--- src/rtl/key_step_controller.sv ---
// rtl/key_step_controller.sv - debounced two-key up/down stepper with auto-repeat and arbitration
module key_step_controller #(
    parameter int WIDTH           = 2,
    parameter int DEBOUNCE_CYCLES = 1000000,
    parameter int HOLD_CYCLES     = 25000000,
    parameter int REPEAT_CYCLES   = 10000000
) (
    input  logic             CLOCK_50,
    input  logic             RESET_N,
    input  logic             key_inc_n,
    input  logic             key_dec_n,
    output logic [WIDTH-1:0] number,
    output logic             odd,
    output logic             step_pulse,
    output logic             dir
);

    localparam int DB_W = (DEBOUNCE_CYCLES < 2) ? 1 : $clog2(DEBOUNCE_CYCLES + 1);
    localparam logic [DB_W-1:0] DB_LAST = DB_W'(DEBOUNCE_CYCLES - 1);

    // Periods below 2 would make step pulses abut, so they are stretched to 2.
    localparam int  HOLD_EFF  = (HOLD_CYCLES < 2) ? 2 : HOLD_CYCLES;
    localparam int  REP_EFF   = (REPEAT_CYCLES < 2) ? 2 : REPEAT_CYCLES;
    localparam int  RP_MAX    = (HOLD_EFF > REP_EFF) ? HOLD_EFF : REP_EFF;
    localparam int  RP_W      = $clog2(RP_MAX + 1);
    localparam bit  REPEAT_EN = (REPEAT_CYCLES > 0);
    localparam logic [RP_W-1:0] HOLD_LAST = RP_W'(HOLD_EFF - 1);
    localparam logic [RP_W-1:0] REP_LAST  = RP_W'(REP_EFF - 1);

    typedef enum logic [1:0] {
        S_IDLE     = 2'd0,
        S_INC_HELD = 2'd1,
        S_DEC_HELD = 2'd2,
        S_LOCK     = 2'd3
    } state_t;

    // Bit 0 tracks the increment key, bit 1 the decrement key; all levels active-low.
    logic [1:0]      r_sync1;
    logic [1:0]      r_sync2;
    logic [1:0]      r_db_n;
    logic [1:0]      r_db_n_d;
    logic [DB_W-1:0] r_db_cnt [2];

    state_t          r_state;
    state_t          w_next;
    logic [RP_W-1:0] r_rp_cnt;
    logic            r_rp_phase;

    logic            w_inc_down;
    logic            w_dec_down;
    logic            w_inc_press;
    logic            w_dec_press;
    logic            w_held;
    logic            w_repeat_fire;
    logic            w_step_inc;
    logic            w_step_dec;

    always_ff @(posedge CLOCK_50 or negedge RESET_N) begin
        if (!RESET_N) begin
            r_sync1     <= 2'b11;
            r_sync2     <= 2'b11;
            r_db_n      <= 2'b11;
            r_db_n_d    <= 2'b11;
            r_db_cnt[0] <= '0;
            r_db_cnt[1] <= '0;
        end else begin
            r_sync1  <= {key_dec_n, key_inc_n};
            r_sync2  <= r_sync1;
            r_db_n_d <= r_db_n;
            for (int i = 0; i < 2; i++) begin
                if (r_sync2[i] == r_db_n[i]) begin
                    r_db_cnt[i] <= '0;
                end else if (r_db_cnt[i] == DB_LAST) begin
                    r_db_n[i]   <= ~r_db_n[i];
                    r_db_cnt[i] <= '0;
                end else begin
                    r_db_cnt[i] <= r_db_cnt[i] + DB_W'(1);
                end
            end
        end
    end

    assign w_inc_down  = ~r_db_n[0];
    assign w_dec_down  = ~r_db_n[1];
    assign w_inc_press = ~r_db_n[0] & r_db_n_d[0];
    assign w_dec_press = ~r_db_n[1] & r_db_n_d[1];

    always_ff @(posedge CLOCK_50 or negedge RESET_N) begin
        if (!RESET_N) begin
            r_state <= S_IDLE;
        end else begin
            r_state <= w_next;
        end
    end

    always_comb begin
        w_next = r_state;
        case (r_state)
            S_IDLE: begin
                if (w_inc_press && w_dec_press) begin
                    w_next = S_LOCK;
                end else if (w_inc_press) begin
                    w_next = S_INC_HELD;
                end else if (w_dec_press) begin
                    w_next = S_DEC_HELD;
                end
            end
            S_INC_HELD: begin
                if (w_dec_press) begin
                    w_next = S_LOCK;
                end else if (!w_inc_down) begin
                    w_next = S_IDLE;
                end
            end
            S_DEC_HELD: begin
                if (w_inc_press) begin
                    w_next = S_LOCK;
                end else if (!w_dec_down) begin
                    w_next = S_IDLE;
                end
            end
            default: begin
                if (!w_inc_down && !w_dec_down) begin
                    w_next = S_IDLE;
                end
            end
        endcase
    end

    assign w_held        = (r_state == S_INC_HELD) || (r_state == S_DEC_HELD);
    assign w_repeat_fire = REPEAT_EN && w_held &&
                           (r_rp_cnt == (r_rp_phase ? REP_LAST : HOLD_LAST));

    always_comb begin
        w_step_inc = 1'b0;
        w_step_dec = 1'b0;
        case (r_state)
            S_IDLE: begin
                w_step_inc = w_inc_press & ~w_dec_press;
                w_step_dec = w_dec_press & ~w_inc_press;
            end
            S_INC_HELD: w_step_inc = w_repeat_fire && (w_next == S_INC_HELD);
            S_DEC_HELD: w_step_dec = w_repeat_fire && (w_next == S_DEC_HELD);
            default: begin
                w_step_inc = 1'b0;
                w_step_dec = 1'b0;
            end
        endcase
    end

    // Phase 0 times the first repeat after the press step, phase 1 the later ones.
    always_ff @(posedge CLOCK_50 or negedge RESET_N) begin
        if (!RESET_N) begin
            r_rp_cnt   <= '0;
            r_rp_phase <= 1'b0;
        end else if (w_next != r_state || !w_held || !REPEAT_EN) begin
            r_rp_cnt   <= '0;
            r_rp_phase <= 1'b0;
        end else if (w_repeat_fire) begin
            r_rp_cnt   <= '0;
            r_rp_phase <= 1'b1;
        end else begin
            r_rp_cnt   <= r_rp_cnt + RP_W'(1);
        end
    end

    always_ff @(posedge CLOCK_50 or negedge RESET_N) begin
        if (!RESET_N) begin
            number     <= '0;
            step_pulse <= 1'b0;
            dir        <= 1'b0;
        end else begin
            step_pulse <= w_step_inc | w_step_dec;
            if (w_step_inc) begin
                number <= number + WIDTH'(1);
                dir    <= 1'b1;
            end else if (w_step_dec) begin
                number <= number - WIDTH'(1);
                dir    <= 1'b0;
            end
        end
    end

    assign odd = number[0];

endmodule

--- config.mk ---
export PLATFORM = sky130hd
export DESIGN_NAME = key_step_controller
export DESIGN_NICKNAME = d
export VERILOG_FILES = /design/src/rtl/key_step_controller.sv
export SDC_FILE = /design/constraint.sdc
export NUM_CORES = 1
export LEC_CHECK = 0
export BUFFER_PORTS_ARGS = -buffer_cell sky130_fd_sc_hd__buf_4
export CAP_MARGIN = 25
export CORE_ASPECT_RATIO = 0.6
export CORE_MARGIN = 3
export CORE_UTILIZATION = 62
export DETAILED_ROUTE_END_ITERATION = 8
export PLACE_DENSITY = 0.8
export SYNTH_ARGS = -nofsm -noshare
export SYNTH_HDL_FRONTEND = slang
export SYNTH_SLANG_ARGS = --single-unit
--- constraint.sdc ---
create_clock -name CLOCK_50 -period 4.1 [get_ports CLOCK_50]
set_input_delay 0.615 -clock CLOCK_50 [delete_from_list [all_inputs] [get_ports CLOCK_50]]
set_output_delay 0.615 -clock CLOCK_50 [all_outputs]
set_load 0.01 [all_outputs]
## Word level (Yosys, flattened, before mapping)

Index checks and enable logic that the tools add are counted.

- Order comparisons: 0
- $mul: 0
- Divide/modulo/power cells: 0
- Mux-type cells: 24
- Eq/ne operators: 10
- Bitwise gates (word level): 11
- Add/sub/neg operators: 5
- Reduce and logical (&&, ||, !) cells: 13
- Shift operators: 0

Operators with widths:

| operator | count |
|---|---|
| $mux 20 | 4 |
| $mux 25 | 3 |
| $add 20x1->20 const B | 2 |
| $eq 20x20->1 const B | 2 |
| $add 25x1->25 const B | 1 |
| $eq 25x25->1 | 1 |
| $mux 2 | 10 |
| $not 1->1 | 6 |
| $pmux 2 s3 | 1 |
| $logic_and 1x1->1 | 5 |
| $and 1x1->1 | 4 |
| $eq 2x1->1 const B | 2 |
| $eq 2x2->1 const B | 2 |
| $mux 1 | 4 |
| $pmux 1 s2 | 2 |
| $reduce_and 2->1 | 2 |
| $reduce_bool 2->1 | 2 |
| $add 2x1->2 const B | 1 |
| $eq 1x1->1 | 2 |
| $logic_not 2->1 | 1 |
| $logic_or 1x1->1 | 2 |
| $ne 2x2->1 | 1 |
| $sub 2x1->2 const B | 1 |
| $logic_not 1->1 | 1 |
| $or 1x1->1 | 1 |

- Register bits: 80
- Bits in writable memories: 0
- Bits in latches: 0
- Memories kept: 0
- ROM bits: 0

## Longest topological paths before layout

- Word-level depth: 11
- Gate-level depth with buffers: 9
- Gate-level depth less buffers: 9

## Least setup slack after synthesis

Ideal clock, no wire load.

- Path type: register -> register
- From: register r_rp_phase
- To: register number[1]
- Setup slack: 1.894 ns
- Setup time: 0.079 ns
- Arrival: 2.127 ns
- Cell stages (with the launch flop): 8
- Clock period less this slack: 2.206 ns
- Cell sequence: dfrtp_1 or4b_4 a2111oi_4 o2111a_1 o2111ai_1 o21a_2 o31ai_1 xor2_1

- Word-level cells in the longest chain between the ends: 6
- Elaborated cells between the ends (all ways): 9
- Those cells by class: eq/ne (1); mux (4); reduce/logical (4)

Ends and longest elaborated chain:

| item | line | source |
|---|---|---|
| from (decl) | 47 | `logic r_rp_phase;` |
| from (signal assigned) | 155 | `r_rp_phase <= 1'b0;` |
| from (signal assigned) | 158 | `r_rp_phase <= 1'b0;` |
| from (signal assigned) | 161 | `r_rp_phase <= 1'b1;` |
| $mux 25 * | 132 | `(r_rp_cnt == (r_rp_phase ? REP_LAST : HOLD_LAST));` |
| $eq 25x25->1 * | 132 |  |
| $logic_and 1x1->1 * | 131 | `assign w_repeat_fire = REPEAT_EN && w_held &&` |
| $logic_and 1x1->1, on equally long branches | 142, 143 |  |
| $pmux 1 s2 | 137 | `case (r_state)` |
| $mux 2 / $reduce_bool 2->1 (equally long branches) | - |  |
| to (signal assigned) | 175 | `number <= number + WIDTH'(1);` |
| to (signal assigned) | 178 | `number <= number - WIDTH'(1);` |
| to (decl) | 12 | `output logic [WIDTH-1:0] number,` |

Mark *: on every way between the ends. The rest lies on a longest branch, timed or not.
A chain may end at the register's enable or synchronous reset.

## Worst setup path in the final report

- From: register r_state[0]
- To: register r_rp_cnt[10]

- Word-level cells in the longest chain between the ends: 7
- Elaborated cells between the ends (all ways): 19
- Those cells by class: eq/ne (3); mux (11); reduce/logical (5)

Ends and longest elaborated chain:

| item | line | source |
|---|---|---|
| from (decl) | 44 | `state_t r_state;` |
| from (signal assigned) | 92 | `r_state <= w_next;` |
| $mux 2 | 104 | `end else if (w_dec_press) begin` |
| $mux 2 | 102 | `end else if (w_inc_press) begin` |
| $mux 2 | 100 | `if (w_inc_press && w_dec_press) begin` |
| $pmux 2 s3 | 98 | `case (r_state)` |
| $ne 2x2->1 | 156 | `end else if (w_next != r_state \|\| !w_held \|\| !REPEAT_EN) begin` |
| $logic_or 1x1->1 | 156 |  |
| $mux 25 * | 156 |  |
| to (signal assigned) | 163 | `r_rp_cnt <= r_rp_cnt + RP_W'(1);` |
| to (decl) | 46 | `logic [RP_W-1:0] r_rp_cnt;` |

Marked as above.

==> results.md <==
STA:
- The highest clock frequency the design can meet is 0.365 GHz.
- The worst-case setup margin in the final layout is approximately 1400 ps.
- Hold timing on the final database bottoms out at a slack of just under 60 ps.
- Of the available clock period, the critical path in the final layout requires 0.668.
- For the pin with the worst max-slew slack, the measured transition is ~820 ps.
- On the final layout, the worst clock skew is 5.58 ps.
- The final max-slew violation count is 0.
- Setup total negative slack on the finished layout was measured at 0 ps.
- The number of hold-slack violations in the final timing report is 0.
- The normalized max-slew margin is 0.451.
- The clock period minus worst slack is roughly 2700 ps.
- Setup repair after global routing left no endpoint under its margin.
- Setup violations remaining at the end of the flow were counted as 0.

Setup path:
- The cell family contributing the most delay on the critical path is simple AND/OR/NAND/NOR gates.
- The cell with the biggest individual delay on the critical path is nand2_1.
- The signal on the critical path passes through inv_1, ha_1, a22oi_1, a21oi_2, or2_1, a221oi_1, nand2_1, nor2_1.
- In this design, the stage delay of the slowest critical-path cell is around 580 ps.
- The launching point of the worst reg2reg path is r_state[0].
- The category of the worst setup path launch point is a register.
- The first element of the critical path is r_state[0].
- STA puts the critical path data required time at around 4400 ps.
- The worst setup path is captured at a register.
- The maximum fanout along the worst path is 24.
- The arrival time of data at the critical path endpoint is around 3000 ps.
- Counting both buffers and inverters, the worst setup path holds a total of 1.
- The worst setup path category is register to register.

Global routing:
- The via count of the first global-routing pass is between 2,000 and 3,000.
- The number of antenna violations at the first check in global routing was 0.
- The first global-routing pass estimated about 13 mm of wire.
- The overall track demand over capacity in global routing is 0.234.
- The total congestion overflow after global routing is 0.
- Entering global routing, the biggest net connects around 80 pins.

Placed design:
- The number of placed instances, taps included, is about 500.
- The weighted congestion reported at the end of routability-driven placement is 0.882.
- The placement-stage worst setup slack is between 1000 and 1500 ps.
- The wire-length estimate of the detail-placed layout is between 5 and 6 mm.
- The number of buffer cells added on primary ports is 8.

Routing:
- The detail-routed net length per standard cell is 15.4 um.
- Using the TritonRoute via totals, the vias-per-cell ratio works out to ~5.8.
- The detailed-router iteration count before antenna repair is 4.
- For this run, design rule violations remaining after detail routing come to 0.
- The overall via count from detail_route is 2,924.
- For this block, the initial DRC count from the detailed router was approximately 200.
- The total wire length is just under 8 mm.
- The antenna violation net count after detailed routing is 0.

Layout:
- The number of fillers in the final layout is 478.
- In the final design database the tool counted around 430 nets.
- The layout overhead on the synthesized area is 8.57%.
- In the layout the commonest cells are 72 x dfrtp_1, 71 x nor2_1, 41 x xor2_1.
- The repair_antennas step left the layout with diodes totalling 0.
- The final cell count without fillers is ~500.
- In the final layout, the share of cells above drive strength 1 is 0.112.
- Leaving out fill and tap cells, the most frequent cell in the layout is dfrtp_1.

Clock network:
- The maximum count of clock buffers along a single path is 2.
- Clock-pin slew was measured on the worst setup and hold paths at around 80 ps.
- The cts-stage hold buffer count is 0.
- The tree built by TritonCTS fans out to 80 sinks.
- Once the clock tree was built, the resizer swapped 0 gates to a different size.
- The maximum level of the CTS H-tree is 3.
- The number of clock buffers inserted by TritonCTS is 9.
- TritonCTS built the clock tree.
- The master cell of the clock root buffer is clkbuf_8.
- The latest clock arrival within the worst-skew pair is about 360 ps.
- The number of buffers inserted to repair setup after CTS is 0.

Synth:
- The number of nets produced by synthesis is about 420.
- For this run, asynchronously set or reset flops after synthesis account for 1.00.
- The gate count after technology mapping is approximately 400.
- The per-instance average area after synthesis is 10.0 um^2.
- The sequential fraction of the synthesis area is 0.497.
- The most used flip-flop cell after synthesis is dfrtp_1.
- Counting flops and latches in the post-synthesis netlist gives 80.
- The count of synthesis-stage warnings from yosys is 0.
- The number of enable flip-flop cells after synthesis is 0.
- Yosys mapped the design onto 53 distinct sky130hd cell types.
- The cell area after technology mapping is 4050 um^2.

Floorplan:
- The die footprint is about 7600 um^2.
- 9 I/O pins were placed.
- The height of the die is 68.6 um.
- The initial utilization of the core area, before any placement, comes to 0.650.
- The region available for standard cell placement spans just over 6000 um^2.
- After floorplanning, the core was divided into 22 placement rows.
- The overall die width is 110 um.

Power and ir drop:
- Of the total power, the share spent switching nets is 0.223.
- The portion of total power attributed to sequential cells is 0.575.
- The part of the total power dissipated in the clock network is 0.399.
- In this run the power density over the cells is ~320 nW/um^2.
- The part of the power in combinational logic is 0.026.
- The net switching power of the design is about 0.31 mW.
- Internal power comes to approximately 1.1 mW.
- The leakage component of the power is 1.93 nW.
- IR analysis of the VDD net gives a maximum drop of roughly 220 uV.

Flow run:
- The tool flagged a number of max-cap violations equal to 0.

Run status:
- The flow ran to the end, and the final reports show no timing, DRC or antenna violations.

Hold path:
- The path class of the lowest-slack min-delay path is primary input to asynchronous set/reset pin.
[worst register-to-register path, cell delays in order (launching register included)]
cell and delay (ps):
dfrtp_1 450, inv_1 90, ha_1 270, a22oi_1 210, a21oi_2 130, or2_1 220
a221oi_1 380, nand2_1 580, nor2_1 310
[power groups by stage]
stage	combinational, mW	clock, mW	sequential (mW)
global placement	0.0336	0	0.818
global route	0.0422	0.605	0.804
finish	0.0369	0.558	0.803
CTS	0.0348	0.574	0.803
floorplan	0.0138	0	0.817
detailed placement	0.0348	0	0.818
[final cells by class]
type	count	area, um^2	share of cell area
Clock buffer	10	128	0.0291
Clock inverter	6	60.1	0.0137
Inverter	11	41.3	0.00940
Multi-Input combinational cell	303	1950	0.444
Sequential cell	80	2010	0.458
Tap cell	84	105	0.0239
Timing Repair Buffer	10	95.1	0.0217
[stage by stage]
| step | total power, mW | util | cell area, um^2 |
|---|---|---|---|
| after floorplan | 0.831 | - | 4050 |
| after global placement | 0.852 | 0.671 | 4180 |
| after detailed placement | 0.853 | 0.671 | 4180 |
| after CTS | 1.41 | 0.702 | 4360 |
| after global routing | 1.45 | 0.706 | 4390 |
| final | 1.40 | 0.706 | 4390 |
[registers in the layout, indices dropped and copies added (netlist names), 2 cells and up]
| name | cells |
|---|---|
| r_db_cnt | 40 |
| r_state | 2 |
| r_sync2 | 2 |
| r_db_n | 2 |
| r_rp_cnt | 25 |
| number | 2 |
| r_sync1 | 2 |
| r_db_n_d | 2 |
[synthesized netlist by cell type (2+ instances only)]
| cell | instances | area share |
|---|---|---|
| xnor2_1 | 21 | 0.045 |
| dfstp_2 | 8 | 0.052 |
| nor3_1 | 3 | 0.0037 |
| o2111a_1 | 2 | 0.0056 |
| clkbuf_1 | 9 | 0.0084 |
| or4b_1 | 2 | 0.0049 |
| and4_1 | 5 | 0.011 |
| or2_1 | 3 | 0.0046 |
| nand3_1 | 32 | 0.040 |
| inv_1 | 10 | 0.0093 |
| ha_1 | 7 | 0.022 |
| nand4_1 | 9 | 0.014 |
| o21ai_1 | 3 | 0.0037 |
| nor2_1 | 71 | 0.066 |
| nand2b_1 | 3 | 0.0046 |
| dfrtp_1 | 72 | 0.45 |
| o2111ai_1 | 2 | 0.0043 |
| and4b_1 | 2 | 0.0049 |
| a21oi_1 | 2 | 0.0025 |
| xor2_1 | 41 | 0.089 |
| nand2_1 | 25 | 0.023 |
| and3_1 | 18 | 0.028 |
| o21ai_0 | 6 | 0.0074 |
| nor4bb_1 | 3 | 0.0074 |
| nor4b_1 | 2 | 0.0043 |
| a22oi_1 | 2 | 0.0037 |
| and2_1 | 2 | 0.0031 |
| a21oi_2 | 2 | 0.0043 |
| nor2b_1 | 4 | 0.0062 |
| nand3b_1 | 3 | 0.0056 |
| nor4_1 | 8 | 0.012 |
[path summary, 6_finish.rpt]
check / to / slack, ps / cells past startpoint
hold / removal: r_rp_cnt[16] / 60 / 1
max in group asynchronous: r_sync1[0] / 3450 / 2
hold reg to reg: r_sync2[0] / 360 / 0
min in group CLOCK_50: r_sync2[0] / 360 / 0
setup reg to reg: r_rp_cnt[10] / 1360 / 8
setup / recovery: r_rp_cnt[10] / 1360 / 8
[cell families (layout without fill, tap and decap cells)]
group	after synthesis	after routing	share of synthesized area
AND/OR/NAND/NOR	206	206	0.268
flip-flops	80	80	0.497
XOR/XNOR	62	62	0.134
AO/OA/AOI/OAI	28	28	0.0582
buffers and inverters	21	37	0.0204
adder cells (fa/ha/maj)	7	7	0.0217
[metal layers]
layer | vias to the layer above | wire length (um) | track usage
met4 | 0 | 68 | 0.0707
li1 | 1414 | - | -
met2 | 63 | 3290 | 0.323
met1 | 1439 | 4010 | 0.355
met3 | 8 | 392 | 0.0688
met5 | - | 0 | 0
(Power assumes the default switching activity.)
